[src/rtl/dds_pkg.sv]
// Shared constants and types for the recursive DDS sine oscillator.
package dds_pkg;

  localparam int unsigned ADDR_W  = 11;
  localparam int unsigned DATA_W  = 32;
  localparam int unsigned FRAC    = 29;
  localparam int unsigned ROM_LAT = 1;

  // Full-precision product and post-shift working width of the recurrence.
  localparam int unsigned PROD_W  = 2 * DATA_W;
  localparam int unsigned SUM_W   = 36;

  // Wait counter only has to reach ROM_LAT.
  localparam int unsigned CNT_W   = (ROM_LAT > 0) ? $clog2(ROM_LAT + 1) : 1;

  // 1.0 in Q3.29.
  localparam logic [DATA_W-1:0] Q_ONE = 32'h2000_0000;

  typedef enum logic [1:0] {
    IDLE  = 2'd0,
    FETCH = 2'd1,
    RUN   = 2'd2
  } osc_state_e;

endpackage

[src/rtl/osc_mac.sv]
// Chebyshev recurrence datapath: P1 registers c*y1, P2 forms (p>>>FRAC)-y2 and updates y1/y2.
// OSC_SAT_EN: clamp the P2 result to the sample range and keep a sticky overflow flag.
module osc_mac
  import dds_pkg::*;
(
  input  logic              clk,
  input  logic              rst_n,
  input  logic              flush,
  input  logic              seed_en,
  input  logic [DATA_W-1:0] c_in,
  input  logic [DATA_W-1:0] s_in,
  input  logic              in_valid,
  output logic [DATA_W-1:0] sample_out,
  output logic              out_valid,
  output logic              sat_flag
);

  logic signed [DATA_W-1:0] c_q, c_d;
  logic signed [DATA_W-1:0] y1_q, y1_d;
  logic signed [DATA_W-1:0] y2_q, y2_d;
  logic signed [DATA_W-1:0] out_q, out_d;
  logic signed [PROD_W-1:0] p_q, p_d;
  logic                     pv_q, pv_d;
  logic                     ov_q, ov_d;

  logic signed [PROD_W-1:0] prod_c;
  logic signed [SUM_W-1:0]  t_c;
  logic signed [DATA_W-1:0] t32_c;

  assign prod_c = PROD_W'(c_q) * PROD_W'(y1_q);
  assign t_c    = SUM_W'(p_q >>> FRAC) - SUM_W'(y2_q);

`ifdef OSC_SAT_EN
  localparam logic [DATA_W-1:0] SAMPLE_MAX = {1'b0, {(DATA_W-1){1'b1}}};
  localparam logic [DATA_W-1:0] SAMPLE_MIN = {1'b1, {(DATA_W-1){1'b0}}};

  logic ovf_c;
  logic sat_q, sat_d;

  // Result fits only if every bit above the sample sign bit matches the sign.
  assign ovf_c = (t_c[SUM_W-1:DATA_W-1] != {(SUM_W-DATA_W+1){t_c[SUM_W-1]}});
  assign t32_c = ovf_c ? (t_c[SUM_W-1] ? SAMPLE_MIN : SAMPLE_MAX) : DATA_W'(t_c);

  always_comb begin
    sat_d = sat_q;
    if (flush) begin
      sat_d = 1'b0;
    end else if (pv_q && ovf_c) begin
      sat_d = 1'b1;
    end
  end

  always_ff @(posedge clk or negedge rst_n) begin
    if (!rst_n) begin
      sat_q <= 1'b0;
    end else begin
      sat_q <= sat_d;
    end
  end

  assign sat_flag = sat_q;
`else
  assign t32_c    = DATA_W'(t_c);
  assign sat_flag = 1'b0;
`endif

  // Flush kills both stages; seeding only happens while the pipeline is empty.
  always_comb begin
    c_d   = c_q;
    y1_d  = y1_q;
    y2_d  = y2_q;
    out_d = out_q;
    p_d   = p_q;
    pv_d  = 1'b0;
    ov_d  = 1'b0;
    if (flush) begin
      pv_d = 1'b0;
    end else if (seed_en) begin
      c_d  = $signed(c_in);
      y1_d = '0;
      y2_d = -$signed(s_in);
    end else begin
      pv_d = in_valid;
      if (in_valid) begin
        p_d = prod_c;
      end
      if (pv_q) begin
        y2_d  = y1_q;
        y1_d  = t32_c;
        out_d = t32_c;
        ov_d  = 1'b1;
      end
    end
  end

  always_ff @(posedge clk or negedge rst_n) begin
    if (!rst_n) begin
      c_q   <= '0;
      y1_q  <= '0;
      y2_q  <= '0;
      out_q <= '0;
      p_q   <= '0;
      pv_q  <= 1'b0;
      ov_q  <= 1'b0;
    end else begin
      c_q   <= c_d;
      y1_q  <= y1_d;
      y2_q  <= y2_d;
      out_q <= out_d;
      p_q   <= p_d;
      pv_q  <= pv_d;
      ov_q  <= ov_d;
    end
  end

  assign sample_out = out_q;
  assign out_valid  = ov_q;

endmodule

[src/rtl/dds_recur_osc.sv]
// Recursive sine oscillator: fetches sin x / 2cos x from the table, then emits sin(kx) per sample.
// OSC_SAT_EN: saturating recurrence with sticky sat_flag (otherwise wraps, sat_flag tied low).
module dds_recur_osc
  import dds_pkg::*;
(
  input  logic              Fg_clk,
  input  logic              Resetn,
  input  logic [ADDR_W-1:0] freq_sel,
  input  logic              freq_load,
  output logic [ADDR_W-1:0] address,
  input  logic [DATA_W-1:0] sine1x,
  input  logic [DATA_W-1:0] cos2x,
  input  logic              sample_en,
  output logic              ready,
  output logic [DATA_W-1:0] sample_out,
  output logic              sample_valid,
  output logic              sat_flag
);

  osc_state_e        state_q, state_d;
  logic [CNT_W-1:0]  cnt_q, cnt_d;
  logic [ADDR_W-1:0] addr_q, addr_d;
  logic              ready_q, ready_d;
  logic              seed_en_c;
  logic              accept_c;
  logic              mac_valid;

  // A load always wins: it restarts the fetch from any state and drops a coincident sample.
  always_comb begin
    state_d   = state_q;
    cnt_d     = cnt_q;
    addr_d    = addr_q;
    ready_d   = ready_q;
    seed_en_c = 1'b0;
    accept_c  = 1'b0;
    if (freq_load) begin
      state_d = FETCH;
      addr_d  = freq_sel;
      cnt_d   = '0;
      ready_d = 1'b0;
    end else begin
      case (state_q)
        IDLE: begin
          ready_d = 1'b0;
        end
        FETCH: begin
          if (cnt_q == CNT_W'(ROM_LAT)) begin
            seed_en_c = 1'b1;
            state_d   = RUN;
            ready_d   = 1'b1;
          end else begin
            cnt_d = cnt_q + CNT_W'(1);
          end
        end
        RUN: begin
          if (ready_q && sample_en) begin
            accept_c = 1'b1;
            ready_d  = 1'b0;
          end else if (mac_valid) begin
            ready_d = 1'b1;
          end
        end
        default: begin
          state_d = IDLE;
          ready_d = 1'b0;
        end
      endcase
    end
  end

  always_ff @(posedge Fg_clk or negedge Resetn) begin
    if (!Resetn) begin
      state_q <= IDLE;
      cnt_q   <= '0;
      addr_q  <= '0;
      ready_q <= 1'b0;
    end else begin
      state_q <= state_d;
      cnt_q   <= cnt_d;
      addr_q  <= addr_d;
      ready_q <= ready_d;
    end
  end

  osc_mac u_mac (
    .clk        (Fg_clk),
    .rst_n      (Resetn),
    .flush      (freq_load),
    .seed_en    (seed_en_c),
    .c_in       (cos2x),
    .s_in       (sine1x),
    .in_valid   (accept_c),
    .sample_out (sample_out),
    .out_valid  (mac_valid),
    .sat_flag   (sat_flag)
  );

  assign address      = addr_q;
  assign ready        = ready_q;
  assign sample_valid = mac_valid;

endmodule

[config.mk]
export PLATFORM = sky130hd
export DESIGN_NAME = dds_recur_osc
export DESIGN_NICKNAME = d
export VERILOG_FILES = /design/src/rtl/dds_pkg.sv /design/src/rtl/osc_mac.sv /design/src/rtl/dds_recur_osc.sv
export SDC_FILE = /design/constraint.sdc
export NUM_CORES = 2
export LEC_CHECK = 0
export CAP_MARGIN = 20
export CORE_MARGIN = 4
export CORE_UTILIZATION = 49
export DETAILED_ROUTE_END_ITERATION = 8
export PLACE_DENSITY = 0.72
export RECOVER_POWER = 50
export SLEW_MARGIN = 20
export SYNTH_ARGS = -nofsm -noshare
export SYNTH_HDL_FRONTEND = slang
export SYNTH_HIERARCHICAL = 1
export SYNTH_SLANG_ARGS = --single-unit
[constraint.sdc]
create_clock -name Fg_clk -period 17 [get_ports Fg_clk]
set_clock_uncertainty 0.2 [all_clocks]
set_input_delay 3.4 -clock Fg_clk [delete_from_list [all_inputs] [get_ports Fg_clk]]
set_output_delay 3.4 -clock Fg_clk [all_outputs]
set_load 0.02 [all_outputs]
# Yosys cells after proc, flatten, opt, wreduce, memory -nomap -nowiden
# Cells that the tools add are included.
# op_classes
n_eq_ne	5
addsub	3
mul	1
n_mux	26
bitwise	2
reduce_logical	11
# ops
cell	n
32-bit two-way mux	4
32-bit by 32-bit multiplier with 61-bit output	1
32-bit negation	1
32-bit subtractor	1
1-bit two-way mux	18
2-bit AND reduction	4
3-bit AND reduction	2
2-bit two-way mux	2
4-bit by 3-bit != test with 1-bit output, second input constant	1
2-bit one-hot mux with 2 select lines	1
2-bit nonzero test	2
3-bit != test, second input constant	1
2-bit by 1-bit equality test with 1-bit output, second input constant	1
2-bit equality test, second input constant	1
2-bit zero test	1
2-bit by 1-bit != test with 1-bit output, second input constant	1
1-bit inverter	2
1-bit one-hot mux with 2 select lines	1
2-bit OR reduction	1
1-bit adder, second input constant	1
1-bit logical AND	1
# word_totals
inputBits	79
out_inout_bits	46
regBits	206

# Logic depth before layout (Yosys ltp)
# logic_depth
depth_word	6
mapped_depth	28
mapped_depth_nobuf	26

# Modules after synthesis
# The synthesis kept the hierarchy.
# modules_own_cells
mod	seq_area_each_um2	cells_per_inst	n_inst	area_per_inst_um2
osc_mac	4053.9	4604	1	43138.9
dds_recur_osc	375.4	50	1	659.4

# Worst setup path before layout
# No wires, ideal clock.
# synth_timing
path_type	reg2reg
from	reg u_mac.c_q[31]
to	reg u_mac.p_q[60]
stages_incl_launch_ff	26
path_slack_ns	9.218
t_arrival_ns	7.461
n_path_buf	1
setup_time_ns	0.122
cell_sequence	dfrtp_1 clkbuf_1 nand2_1 inv_1 fa_1 fa_1 fa_1 inv_1 fa_1 inv_1 fa_1 fa_1 inv_1 fa_1 inv_1 fa_1 ha_1 a21o_1 a21o_1 a21oi_1 nor2_1 a211oi_1 a21oi_1 nor3_1 mux2i_1 nand2_1
# synth_via
elab_chain_len	1
# synth_lines
item	line	rtl
from (decl)	osc_mac.sv:18	logic signed [DATA_W-1:0] c_q, c_d;
from (signal assigned)	osc_mac.sv:98	c_q <= '0;
from (signal assigned)	osc_mac.sv:106	c_q <= c_d;
32-bit by 32-bit multiplier with 61-bit output	osc_mac.sv:30	assign prod_c = PROD_W'(c_q) * PROD_W'(y1_q);
to (signal assigned)	osc_mac.sv:110	p_q <= p_d;
to (decl)	osc_mac.sv:22	logic signed [PROD_W-1:0] p_q, p_d;
# Every way passes these cells.
# A chain may end at the register's enable or synchronous reset.

==> results.cfg <==
[status]
status = finished, violations left
violations = capacitance limit, slew limit

[global_routing]
grt-ovfl-total = 0
antenna_found_initial = 0
grt_pass1_wl_microns = 184000
grt_pass1_vias = 34800
gr-usage-all-layers_pct = 24.8
grt_max_degree = 74

[setup_path]
required_ns = 16.67
path_cells = clkbuf_1, clkbuf_1
cpMostUsedCell = clkbuf_1
endpoint_kind = asynchronous set/reset pin
crit_buf_inv = 2
crit_family = buffers and inverters
cpPeakStageDelay_ns = 3.48
crit_path_start_kind = primary input
worstPathArrival_ns = 9.54
critPathMaxFanout = 73
critical_path_class = primary input to asynchronous set/reset pin
slowest_stage = clkbuf_1

[place]
gp_congestion = 0.947
dp_hpwl_microns = 88000
dp_slack_ns = 8.18
io_buffers = 123

[clock_tree]
cts_tree = built
cts_setup_buffers = 0
root_buffer = clkbuf_16
cts.repair.resized = 0
insertion_delay_ns = 0.52
clkSinkCount = 177
htreeDepth = 4
clkSlewWorstSetupHoldPaths_ns = 0.08
cts_hold_buf = 0
cts_buffers = 17
cts_buffer_depth = 2

[cells_and_area]
syn2layout_area_growth_pct = 6.60
mostFrequentLayoutCell = fa_1
fin_nets = 5956
nFillCells = 7989
mostFrequentLayoutCells = fa_1 (1050), inv_1 (972), nand2_1 (693)
drive_above_1_share_pct = 3.74

[drt]
wirelength_microns = 112000
drt-initial-drc-count = 1783
dr.pass1.iters = 5
via_per_inst = 5.45
wl_per_cell_microns = 19.2
num_vias = 31600
drc = 0
drtAntennaViolNets = 0

[sta]
setup_ws_ns = 7.13
finalSetupTns_ns = 0
period_share_pct = 58.1
hold_viol_final = 0
worstMarginPinSlew_ns = 5.08
post-route-min-period_ns = 9.87
rsz0062_at_grt = no
max_slew_margin_pct = -238
drv_slew = 224
max_freq_ghz = 0.101
setup_viol = 0

[power_and_ir_drop]
p_leak_nw = 23.6
powerDensity_nw_per_um2 = 36.4
vdd_drop_max_mv = 0.0915

[synth]
yosys_most_used_dff = dfrtp_1
yosys_register_bits = 177
yosysUniqueCellTypes = 77
synth_edf_count = 0
syn_avg_cell_area_sq_um = 9.41
ys_warn_count = 6
synth_nets = 5993
synthCells = 4654
syn-cell-area_sq_um = 43800
seq_area_frac_synth_pct = 10.1
async_reset_ff_share_pct = 100

[die]
coreArea_sq_um = 88500
fp.dieW_microns = 307
die_h_microns = 307
rows = 109
die_area_sq_um = 94200
io_pins = 125
start_util_pct = 49.5

[min_path]
min_path_type = flip-flop to flip-flop

[run]
cap_violations = 4
[sequential cells by signal, indices dropped and copies added (netlist names)]
| name | flops |
|---|---|
| address | 11 |
| cnt_q | 1 |
| ready | 1 |
| state_q | 2 |
| u_mac/c_q | 32 |
| u_mac/out_valid | 1 |
| u_mac/p_q | 32 |
| u_mac/pv_q | 1 |
| u_mac/sample_out | 32 |
| u_mac/y1_q | 32 |
| u_mac/y2_q | 32 |
[layer usage]
layer	vias up	GRT usage, %	part of all wire (%)
met2	971	44.2	52
li1	13800	-	-
met4	0	7.99	3.2
met1	16600	31.8	40
met5	-	0	0
met3	207	2.89	5.2
[worst min-delay path, cell delays in order, from the launching register on]
cell and delay, ns:
dfrtp_1 0.34, nand2_1 0.05, nand2_1 0.06
[report_power, final]
group / internal [W] / switching (W)
logic: 0.000200 / 0.000544
registers: 0.000475 / 0.0000356
clock network: 0.000203 / 0.000243
total: 0.000878 / 0.000822
[cell type report]
type                       instances  area (sq um)  area share [%]
multi-input combinational       3251         34800            74.4
tap                             1165          1460            3.12
sequential                       177          4430            9.49
clock inverter                    15           200           0.429
inverter                         973          3650            7.82
antenna                            1          2.50         0.00536
timing repair buffer             197          1760            3.78
clock buffer                      17           425           0.911
[metrics by stage]
step | instances | hold slack (ns) | power [W] | cell area, sq um | util, %
CTS | 5795 | 0.282 | 0.00171 | 46700 | 52.8
global placement | 5763 | 0.261 | 0.00124 | 46100 | 52.1
finish | 5796 | 0.277 | 0.00170 | 46700 | 52.7
global route | 5795 | 0.308 | 0.00179 | 46700 | 52.7
floorplan | 4654 | 0.250 | 0.000938 | 43800 | -
detailed placement | 5763 | 0.263 | 0.00125 | 46100 | 52.1
[final timing paths]
check	slack (ns)	depth (start not counted)	startpoint	to
hold / removal	0.28	2	u_mac/sample_out[8]	u_mac/sample_out[8]
max in group Fg_clk	8.17	24	u_mac/c_q[21]	u_mac/p_q[56]
min in group asynchronous	4.51	1	Resetn	u_mac/c_q[22]
setup / recovery	7.13	2	Resetn	u_mac/y1_q[6]
hold reg to reg	0.28	2	u_mac/sample_out[8]	u_mac/sample_out[8]
setup reg to reg	8.17	24	u_mac/c_q[21]	u_mac/p_q[56]
[cells in the mapped netlist (all sizes together) (11+ instances only)]
library cell	number	area [sq um]
xnor2	57	499
nand2	695	2610
nand2b	16	100
and2	498	3120
dfrtp	177	4430
nor2b	36	225
nor3	28	150
a21o	38	285
a211oi	11	82.6
nor2	68	255
o21bai	15	113
o22ai	14	87.6
mux2	46	518
and3	14	87.6
o21ai	95	475
nand3	20	105
clkbuf	243	912
a31oi	12	75.1
ha	210	2630
or3	17	111
a21oi	107	536
xor2	34	298
o211ai	11	82.6
nand4	25	156
inv	972	3650
fa	1050	21000
[logic make-up (layout without fill, tap and decap cells)]
| logic type | count (synthesis) | in the layout | share of synthesized area, % |
|---|---|---|---|
| other | 1 | 2 | 0.00856 |
| flip-flops | 177 | 177 | 10.1 |
| multiplexers | 51 | 51 | 1.30 |
| AO/OA/AOI/OAI | 389 | 389 | 5.66 |
| XOR/XNOR | 91 | 91 | 1.82 |
| AND/OR/NAND/NOR | 1459 | 1459 | 16.6 |
| buffers and inverters | 1226 | 1202 | 10.6 |
| adder cells (fa/ha/maj) | 1260 | 1260 | 54.0 |
No activity file was read; power rests on OpenSTA's default activity.
